`config.mk`:
```
export PLATFORM = sky130hd
export DESIGN_NAME = ifu_fetch
export DESIGN_NICKNAME = d
export VERILOG_FILES = /design/src/rtl/npc_pkg.sv /design/src/rtl/ifu_fetch.sv
export SDC_FILE = /design/constraint.sdc
export NUM_CORES = 1
export LEC_CHECK = 0
export CORE_MARGIN = 8
export CORE_UTILIZATION = 40
export DETAILED_ROUTE_END_ITERATION = 6
export PLACE_DENSITY = 0.8
export SYNTH_ARGS = -nofsm -noshare
export SYNTH_HDL_FRONTEND = slang
export SYNTH_SLANG_ARGS = --single-unit
```
`constraint.sdc`:
```
create_clock -name clk -period 2.65 [get_ports clk]
set_input_delay 0.53 -clock clk [delete_from_list [all_inputs] [get_ports clk]]
set_output_delay 0.53 -clock clk [all_outputs]
set_load 0.02 [all_outputs]
```
`src/rtl/npc_pkg.sv`:
```
// Shared definitions for the NPC core front end.
// FSM encodings, response codes and fetch defaults.
package npc_pkg;

  localparam logic [2:0] S_IDLE = 3'd0;
  localparam logic [2:0] S_REQ  = 3'd1;
  localparam logic [2:0] S_RESP = 3'd2;
  localparam logic [2:0] S_OUT  = 3'd3;
  localparam logic [2:0] S_NPC  = 3'd4;

  localparam logic [1:0]  RESP_OKAY    = 2'b00;
  localparam logic [31:0] DEF_RESET_PC = 32'h8000_0000;
  localparam logic [31:0] INST_ZERO    = 32'h0000_0000;

  function automatic logic misaligned(
    input logic [31:0] addr
  );
    return addr[1:0] != 2'b00;
  endfunction

endpackage

```
`src/rtl/ifu_fetch.sv`:
```
// RV32E instruction fetch unit: one fetch in flight,
// PC held here, word handed to decode, next PC taken back.
module ifu_fetch
  import npc_pkg::*;
#(
  parameter logic [31:0] RESET_PC = DEF_RESET_PC
) (
  input  logic        clk,
  input  logic        rst_n,
  output logic        imem_arvalid,
  output logic [31:0] imem_araddr,
  input  logic        imem_arready,
  input  logic        imem_rvalid,
  input  logic [31:0] imem_rdata,
  input  logic [1:0]  imem_rresp,
  output logic        imem_rready,
  output logic        out_valid,
  input  logic        out_ready,
  output logic [31:0] out_inst,
  output logic [31:0] out_pc,
  output logic        out_fault,
  input  logic        npc_valid,
  input  logic [31:0] npc,
  output logic        npc_ready,
  output logic [31:0] perf_fetch_cnt
);

  logic [2:0]  state;
  logic [31:0] pc;
  logic [31:0] inst_q;
  logic        fault_q;
  logic [31:0] cnt;

  always_ff @(posedge clk) begin
    if (!rst_n) begin
      state   <= S_IDLE;
      pc      <= RESET_PC;
      inst_q  <= INST_ZERO;
      fault_q <= 1'b0;
      cnt     <= '0;
    end else begin
      unique case (1'b1)
        (state == S_IDLE): state <= S_REQ;
        (state == S_REQ): begin
          if (imem_arready) state <= S_RESP;
        end
        (state == S_RESP): begin
          if (imem_rvalid) begin
            if (imem_rresp == RESP_OKAY) begin
              inst_q  <= imem_rdata;
              fault_q <= 1'b0;
            end else begin
              inst_q  <= INST_ZERO;
              fault_q <= 1'b1;
            end
            state <= S_OUT;
          end
        end
        (state == S_OUT): begin
          if (out_ready) begin
            cnt   <= cnt + 32'd1;
            state <= S_NPC;
          end
        end
        (state == S_NPC): begin
          if (npc_valid) begin
            pc <= npc;
            // a misaligned target never reaches memory
            if (misaligned(npc)) begin
              inst_q  <= INST_ZERO;
              fault_q <= 1'b1;
              state   <= S_OUT;
            end else begin
              state <= S_REQ;
            end
          end
        end
        default: state <= S_IDLE;
      endcase
    end
  end

  assign imem_arvalid   = (state == S_REQ);
  assign imem_rready    = (state == S_RESP);
  assign out_valid      = (state == S_OUT);
  assign npc_ready      = (state == S_NPC);
  assign imem_araddr    = pc;
  assign out_pc         = pc;
  assign out_inst       = inst_q;
  assign out_fault      = fault_q;
  assign perf_fetch_cnt = cnt;

endmodule

```
==> results of run 1 <==
==> stage by stage <==
| step | std cells | cell area (um^2) | utilization, % |
|---|---|---|---|
| 5_1_grt | 772 | 6289 | 61.47 |
| 4_1_cts | 772 | 6289 | 61.47 |
| 2_1_floorplan | 466 | 4167 | - |
| 6_report | 772 | 6289 | 61.47 |
| 3_5_place_dp | 756 | 6107 | 59.69 |
| 3_3_place_gp | 756 | 6107 | 59.69 |
==> power groups by stage <==
stage | Sequential (mW) | Combinational, mW | Clock, mW
3_5_place_dp | 1.58 | 0.318 | 0
4_1_cts | 1.54 | 0.319 | 0.954
2_1_floorplan | 1.59 | 0.118 | 0
6_report | 1.54 | 0.318 | 0.928
5_1_grt | 1.55 | 0.341 | 1.02
3_3_place_gp | 1.58 | 0.314 | 0
==> sequential cells by signal, indices dropped and copies added, names as in the netlist <==
signal          cells
imem_araddr        32
out_inst           32
perf_fetch_cnt     32
state               3
out_fault           1
==> how the worst max path moves through the flow <==
stage,start,to,depth (start not counted)
after floorplan,perf_fetch_cnt[0],perf_fetch_cnt[28],6
after global placement,out_ready,perf_fetch_cnt[28],5
after detailed placement,out_ready,perf_fetch_cnt[26],5
after CTS,state[1],imem_rready,4
after global routing,state[0],out_valid,3
final,state[0],out_valid,3
==> placed cells by master (no fill, tap or decap), types with 4 or more instances in the layout <==
master           synthesis  layout
a21oi_1                 48      48
o31ai_1                 14      14
nand2b_1                 6       6
and4_2                   4       4
nand2_1                 78      78
nor4_1                   7       7
inv_1                    9       9
mux2i_1                  6       6
nor2_1                  19      19
a22o_1                  32      32
or4_1                   14      14
xor2_1                   4       4
xnor2_1                  7       7
dfxtp_1                100     100
clkdlybuf4s50_1          0     204
o21ai_0                  4       4
nand4_1                  7       7
clkbuf_8                 2       9
buf_4                   32      14
nand3_1                 10      10
==> routing by layer <==
metal | global-route usage (%) | vias to the layer above | share of wire (%)
li1 | - | 1949 | -
met1 | 19.29 | 1854 | 40
met2 | 32.08 | 165 | 49
met3 | 7.098 | 26 | 8.4
met4 | 8.487 | 0 | 3.1
met5 | 0 | - | 0
==> cell type report <==
type                       instances  area, um^2  share of cell area (%)
timing repair buffer             218        2147                   34.14
sequential                       100        2002                   31.83
multi-input combinational        292        1750                   27.84
tap                              136       170.2                   2.706
clock buffer                       9       123.9                   1.970
clock inverter                     7       57.56                  0.9152
inverter                          10       37.54                  0.5969
==> logic make-up after synthesis <==
group / Yosys count
muxes: 6
buffers and inverters: 74
and+or+nand+nor: 166
AOI/OAI and AO/OA: 108
xor gates and xnor gates: 11
DFF: 100
adders and majority gates: 1
==> critical path: stages (launching register included) <==
cell	delay [ps]
dfxtp_1	570
nand2b_1	190
nor2_1	130
clkdlybuf4s50_1	640
==> impl_metrics.csv, run 1 <==
group,metric,value,unit
yosys,syn_area,4166,um^2
cells_and_area,syn_to_final_growth,50.93,%
floorplan,die_y,118.1,um
hold_path,min_to,"perf_fetch_cnt[31]",
placed_design,hpwlAfterDp,10.10,mm
sta,setup_ws,225.5,ps
placed_design,finalWeightedCongestion,0.8480,
worst_setup_path,cp_data_arrival_time,1890,ps
routing,detail-route-antenna-nets,0,
routing,drt-initial-drc-count,253,
power_and_ir_drop,p_int,2.053,mW
hold_path,holdCritPathClass,"reg -> reg",
hold_path,worstHoldStart,"perf_fetch_cnt[31]",
cells_and_area,final_layout_size_suffix_gt1_share,6.447,%
clocking,hold_buffers,0,
yosys,synth_cell_type_count,42,
worst_setup_path,critPathMaxFanout,11,
worst_setup_path,r2r_slack,450,ps
cells_and_area,antenna_cells,0,
yosys,synth_largest_area_cell,"dfxtp_1",
yosys,ys_seq_elements,100,
power_and_ir_drop,p_leak,2.117,nW
yosys,synth_top_family_by_area,"simple AND/OR/NAND/NOR gates",
floorplan,io_pins,205,
worst_setup_path,critPathCaptureType,"output port",
placed_design,port_buffers,204,
floorplan,dieWidth,118.1,um
yosys,synth_edf_count,0,
yosys,synthMuxAreaShare,1.441,%
sta,max_freq,0.4125,GHz
clocking,cts_tree,"built",
power_and_ir_drop,power_density,443.4,nW/um^2
clocking,clk_latency,370,ps
sta,maxSlewHeadroom,58.94,%
routing,via_count,3994,
grt,grt-ovfl-total,0,
yosys,ys.flop_type,"dfxtp_1",
yosys,synth-simple-area-share,20.27,%
clocking,ctsRootBufferMaster,"clkbuf_8",
cells_and_area,nets,704,
floorplan,core-area,10230,um^2
sta,fin_tns_setup,0,ps
routing,wl,13.23,mm
power_and_ir_drop,finalPower,2.788,mW
clocking,cts.sinks,100,
clocking,cts_made_buffers,9,
routing,avgViaCountPerCell,5.174,
sta,drv_slew,0,
clocking,post-cts-setup-buffers,0,
yosys,synth.area.top_cells,"dfxtp_1, nand2_1, a22o_1",
power_and_ir_drop,switching_power,0.7356,mW
routing,drt_first_pass_iters,4,
yosys,syn_nets,539,
routing,drc,0,
yosys,synth_xor_area_share,2.312,%
clocking,htreeDepth,3,
sta,timing.hold.ws,475.4,ps
cells_and_area,fill_cells,885,
sta,rsz0062_at_grt,"no",
yosys,syn_inst,466,
clocking,post_cts_resized,0,
worst_setup_path,r2r-end,"perf_fetch_cnt[26]",
sta,min_period_over_period,91.49,%
grt,grt_start_max_net_pins,61,
sta,finClkSkew,17.14,ps
yosys,yosysWarnings,0,
hold_path,hold_depth,2,
run,drv_cap,0,
sta,hold_viol,0,
grt,grt_pass1_wl,21.29,mm
power_and_ir_drop,p_clk_share,33.3,%
sta,min_period,2425,ps
routing,avgRoutedWirePerCell,17.14,um
worst_setup_path,startpoint_type,"register",
grt,first_global_vias,4137,
sta,setup_violations,0,
yosys,synth_compound_area_share,17.42,%
yosys,syn_area_per_cell,8.941,um^2
power_and_ir_drop,combinationalPowerShare,11.4,%
floorplan,dieArea,13940,um^2
placed_design,pre_cts_slack,99.49,ps
floorplan,rows,37,
worst_setup_path,r2r_cells,5,
floorplan,initial_core_util,40.72,%
grt,antenna_found_initial,0,
clocking,clk_pin_slew,100,ps
power_and_ir_drop,p_seq_share,55.3,%
yosys,ys_top_cells_by_count,"dfxtp_1, nand2_1, a21oi_1",
yosys,synth_top_area_share,48.05,%
yosys,synth-adder-area-share,0.3003,%
sta,tightest_slew,616.0,ps
yosys,async_flop_share,0,%
grt,grtUsageTotal,18.47,%
worst_setup_path,crit_required,2120,ps
power_and_ir_drop,irDropWorstVdd,299.1,uV
run_status,outcome,"complete, no violations",
power_and_ir_drop,swShare,26.38,%
yosys,ys_seq_area_share,48.05,%
worst_setup_path,rr_startpoint,"perf_fetch_cnt[0]",
worst_setup_path,critPathKind,"reg -> out",
clocking,clockBufferDepth,2,
yosys,yosysMostFrequentCell,"dfxtp_1",
(Power assumes the default switching activity.)
==> inputs of run 2 (changes only) <==
- MAX_ROUTING_LAYER: not set -> met4
==> impl_metrics.csv, run 2 (same netlist as run 1, synthesis figures left out) <==
group,metric,value,unit
power_and_ir_drop,finalPower,2.784,mW
power_and_ir_drop,p_leak,2.117,nW
worst_setup_path,critPathKind,"reg -> out",
sta,min_period,2423,ps
worst_setup_path,critPathCaptureType,"output port",
grt,grtUsageTotal,19.00,%
routing,drt_first_pass_iters,4,
cells_and_area,syn_to_final_growth,50.93,%
clocking,cts.sinks,100,
routing,detail-route-antenna-nets,0,
placed_design,finalWeightedCongestion,0.8613,
floorplan,core-area,10230,um^2
placed_design,pre_cts_slack,99.49,ps
floorplan,rows,37,
worst_setup_path,r2r_cells,5,
sta,timing.hold.ws,475.3,ps
clocking,cts_tree,"built",
clocking,ctsRootBufferMaster,"clkbuf_8",
run,drv_cap,0,
sta,finClkSkew,14.33,ps
cells_and_area,fin_cells,772,
grt,first_global_vias,4142,
sta,max_freq,0.4127,GHz
sta,setup_violations,0,
clocking,htreeDepth,3,
floorplan,io_pins,205,
cells_and_area,nets,704,
grt,grt-ovfl-total,0,
clocking,post_cts_resized,0,
run_status,outcome,"complete, no violations",
hold_path,holdCritPathClass,"reg -> reg",
routing,avgViaCountPerCell,5.184,
cells_and_area,final_layout_size_suffix_gt1_share,6.447,%
sta,drv_slew,0,
clocking,clk_latency,360,ps
routing,drt-initial-drc-count,220,
power_and_ir_drop,irDropWorstVdd,299.1,uV
placed_design,dpl_cell_area,6107,um^2
cells_and_area,final_util,61.47,%
clocking,clockBufferDepth,2,
routing,avgRoutedWirePerCell,17.14,um
floorplan,dieWidth,118.1,um
floorplan,dieArea,13940,um^2
sta,rsz0062_at_grt,"no",
clocking,hold_buffers,0,
hold_path,hold_depth,2,
placed_design,hpwlAfterDp,10.10,mm
worst_setup_path,critPathMaxFanout,9,
sta,fin_tns_setup,0,ps
placed_design,dp_cells,756,
worst_setup_path,startpoint_type,"register",
sta,setup_ws,227.0,ps
sta,maxSlewHeadroom,58.40,%
routing,via_count,4002,
cells_and_area,final_common_cell,"clkdlybuf4s50_1",
cells_and_area,mostFrequentLayoutCells,"clkdlybuf4s50_1, dfxtp_1, nand2_1, a21oi_1, a22o_1",
sta,hold_viol,0,
routing,drc,0,
grt,antenna_found_initial,0,
sta,min_period_over_period,91.43,%
cells_and_area,stdcell_area,6289,um^2
grt,grt_pass1_wl,21.28,mm
routing,wl,13.23,mm
clocking,cts_made_buffers,9,
floorplan,die_y,118.1,um
worst_setup_path,crit_required,2120,ps
power_and_ir_drop,power_density,442.7,nW/um^2
floorplan,initial_core_util,40.72,%
cells_and_area,antenna_cells,0,
placed_design,port_buffers,204,
sta,tightest_slew,624.0,ps
clocking,clk_pin_slew,90,ps
worst_setup_path,cp_data_arrival_time,1890,ps
grt,grt_start_max_net_pins,61,
clocking,post-cts-setup-buffers,0,
-- run 2: cell type report --
type / count / area [um^2]
fillers: 885 / 3943
repair buffers: 218 / 2147
flip-flops and latches: 100 / 2002
multi-input cells: 292 / 1750
well taps: 136 / 170.2
clock buffers: 9 / 123.9
clock inverters: 7 / 57.56
inverters: 10 / 37.54
-- run 2: metal layers --
layer	global-route usage [%]	wire length, um	up-vias
met5	-	0	-
met4	8.487	342	0
met3	6.139	950	22
met2	32.08	6548	172
met1	19.90	5389	1859
li1	-	-	1949
-- run 2: report_power, final --
group,internal [mW],switching (mW)
Clock,0.355,0.568
Sequential,1.52,0.0206
Combinational,0.175,0.143
Total,2.05,0.731
-- run 2: path summary, 6_finish.rpt --
path / from / end / slack (ps)
min: perf_fetch_cnt[31] / perf_fetch_cnt[31] / 480
max reg2reg: perf_fetch_cnt[0] / perf_fetch_cnt[26] / 440
max: state[1] / imem_rready / 230
min reg2reg: perf_fetch_cnt[31] / perf_fetch_cnt[31] / 480
-- run 2: worst max-delay path: stages (launching register included) --
cell             delay [ps]
dfxtp_1                 400
buf_4                   180
nand2b_1                190
nor2_1                  140
clkdlybuf4s50_1         640
==> inputs of run 3 (changes only) <==
- REMOVE_ABC_BUFFERS: not set -> 1
==> impl_metrics.csv, run 3 (same netlist as run 1, synthesis figures left out) <==
group,metric,value,unit
routing,wl,13.96,mm
floorplan,dieWidth,118.1,um
clocking,cts.sinks,100,
worst_setup_path,critPathMaxFanout,11,
power_and_ir_drop,p_clk_share,36.9,%
run,drv_cap,0,
power_and_ir_drop,swShare,23.64,%
sta,finClkSkew,14.36,ps
clocking,ctsRootBufferMaster,"clkbuf_8",
worst_setup_path,r2r-end,"perf_fetch_cnt[28]",
worst_setup_path,r2r_slack,490,ps
sta,min_period_over_period,93.33,%
sta,hold_viol,0,
grt,grt_start_max_net_pins,61,
worst_setup_path,cp_data_arrival_time,1940,ps
grt,grtUsageTotal,20.25,%
clocking,htreeDepth,3,
run_status,outcome,"complete, no violations",
routing,avgViaCountPerCell,5.336,
worst_setup_path,critical_path.slowest_cell,"clkdlybuf4s50_1",
hold_path,holdCritPathClass,"reg -> reg",
power_and_ir_drop,switching_power,0.6974,mW
cells_and_area,nets,702,
worst_setup_path,critPathCaptureType,"output port",
sta,maxSlewHeadroom,58.11,%
routing,wl_met2,7.149,mm
cells_and_area,final_layout_size_suffix_gt1_share,6.003,%
clocking,clk_pin_slew,100,ps
cells_and_area,syn_to_final_growth,51.53,%
worst_setup_path,startpoint_type,"register",
sta,setup_violations,0,
worst_setup_path,cp_cell_sequence,"nand2b_1 > nor2_1 > clkdlybuf4s50_1",
routing,detail-route-antenna-nets,0,
placed_design,finalWeightedCongestion,0.8464,
clocking,post_cts_resized,0,
cells_and_area,antenna_cells,0,
power_and_ir_drop,p_seq_share,52.3,%
floorplan,core-area,10230,um^2
floorplan,dieArea,13940,um^2
grt,grt_pass1_wl,22.29,mm
routing,drt-initial-drc-count,360,
cells_and_area,final_common_cell,"clkdlybuf4s50_1",
sta,fin_tns_setup,0,ps
cells_and_area,mostFrequentLayoutCells,"clkdlybuf4s50_1, dfxtp_1, nand2_1, a21oi_1, a22o_1",
power_and_ir_drop,irDropWorstVdd,238.9,uV
worst_setup_path,cpPeakStageDelay,660,ps
sta,max_freq,0.4043,GHz
floorplan,io_pins,205,
clocking,hold_buffers,0,
worst_setup_path,rr_startpoint,"state[0]",
clocking,post-cts-setup-buffers,0,
routing,avgRoutedWirePerCell,18.16,um
placed_design,hpwlAfterDp,10.58,mm
sta,tightest_slew,628.4,ps
power_and_ir_drop,p_int,2.253,mW
routing,wl_met1,5.705,mm
grt,grt-ovfl-total,0,
worst_setup_path,critPathKind,"reg -> out",
power_and_ir_drop,p_leak,2.122,nW
placed_design,port_buffers,204,
cells_and_area,fill_cells,823,
routing,via_count,4103,
routing,drc,0,
power_and_ir_drop,power_density,467.3,nW/um^2
sta,drv_slew,0,
cells_and_area,fin_cells,769,
sta,min_period,2473,ps
grt,antenna_found_initial,0,
floorplan,die_y,118.1,um
power_and_ir_drop,combinationalPowerShare,10.8,%
worst_setup_path,r2r_cells,4,
grt,first_global_vias,4001,
floorplan,rows,37,
worst_setup_path,critPathCapture,"imem_arvalid",
power_and_ir_drop,finalPower,2.951,mW
floorplan,initial_core_util,40.72,%
routing,route.met3.wl,870,um
sta,rsz0062_at_grt,"no",
clocking,cts_tree,"built",
worst_setup_path,crit_required,2120,ps
routing,dr.max_layer_used,"met4",
placed_design,dp_cells,754,
clocking,cts_made_buffers,9,
clocking,clk_latency,370,ps
worst_setup_path,cp-startpoint,"state[0]",
clocking,clockBufferDepth,2,
routing,drt_first_pass_iters,7,
## run 3: cell count changes in the layout (fill, tap and decap cells not counted)
cell / change
inv_6: -1
clkbuf_8: +1
inv_8: -1
clkinv_2: -1
bufinv_16: +2
buf_4: -2
clkinv_4: -1
## run 3: per-layer routing
layer / track usage, % / up-vias
met4: 7.606 / 0
li1: - / 1944
met1: 22.81 / 1973
met5: - / -
met3: 4.892 / 16
met2: 34.07 / 170
## run 3: critical path: cells and delay by family, from the launching register on
kind	cells	cell delay (ps)
buf+inv	1	660
flops	1	600
simple gates	2	320
## run 3: area by class of cell
| cell class | instances | area (um^2) | share of cell area, % |
|---|---|---|---|
| well taps | 136 | 170.2 | 2.695 |
| clock buffers | 10 | 137.6 | 2.180 |
| inverters | 10 | 37.54 | 0.5945 |
| flip-flops and latches | 100 | 2002 | 31.71 |
| repair buffers | 216 | 2132 | 33.77 |
| multi-input cells | 292 | 1750 | 27.72 |
| clock inverters | 5 | 83.83 | 1.328 |
## run 3: how the worst min path moves through the flow
stage	start	slack, ps	endpoint	depth (start not counted)
after CTS	imem_araddr[19]	480	imem_araddr[19]	2
final	imem_araddr[19]	470	imem_araddr[19]	2
after detailed placement	out_inst[14]	460	out_inst[14]	1
after global placement	imem_araddr[25]	450	imem_araddr[25]	2
after floorplan	perf_fetch_cnt[31]	540	perf_fetch_cnt[31]	2
after global routing	out_inst[15]	500	out_inst[15]	1
## run 3: through the flow
step	worst slack [ps]	util (%)	area [um^2]	hold slack, ps
2_1_floorplan	-635.3	-	3779	537.8
3_3_place_gp	62.94	59.55	6092	454.6
3_5_place_dp	8.572	59.55	6092	458.3
4_1_cts	173.4	61.71	6314	478.5
5_1_grt	18.96	61.71	6314	496.5
6_report	176.9	61.71	6314	473.7
## run 3: power groups by stage
| stage | Clock [mW] | Sequential, mW | Combinational (mW) |
|---|---|---|---|
| 6_report | 1.09 | 1.54 | 0.318 |
| 5_1_grt | 1.15 | 1.55 | 0.342 |
| 4_1_cts | 1.11 | 1.54 | 0.319 |
| 3_5_place_dp | 0 | 1.58 | 0.317 |
| 3_3_place_gp | 0 | 1.58 | 0.313 |
| 2_1_floorplan | 0 | 1.60 | 0.0890 |
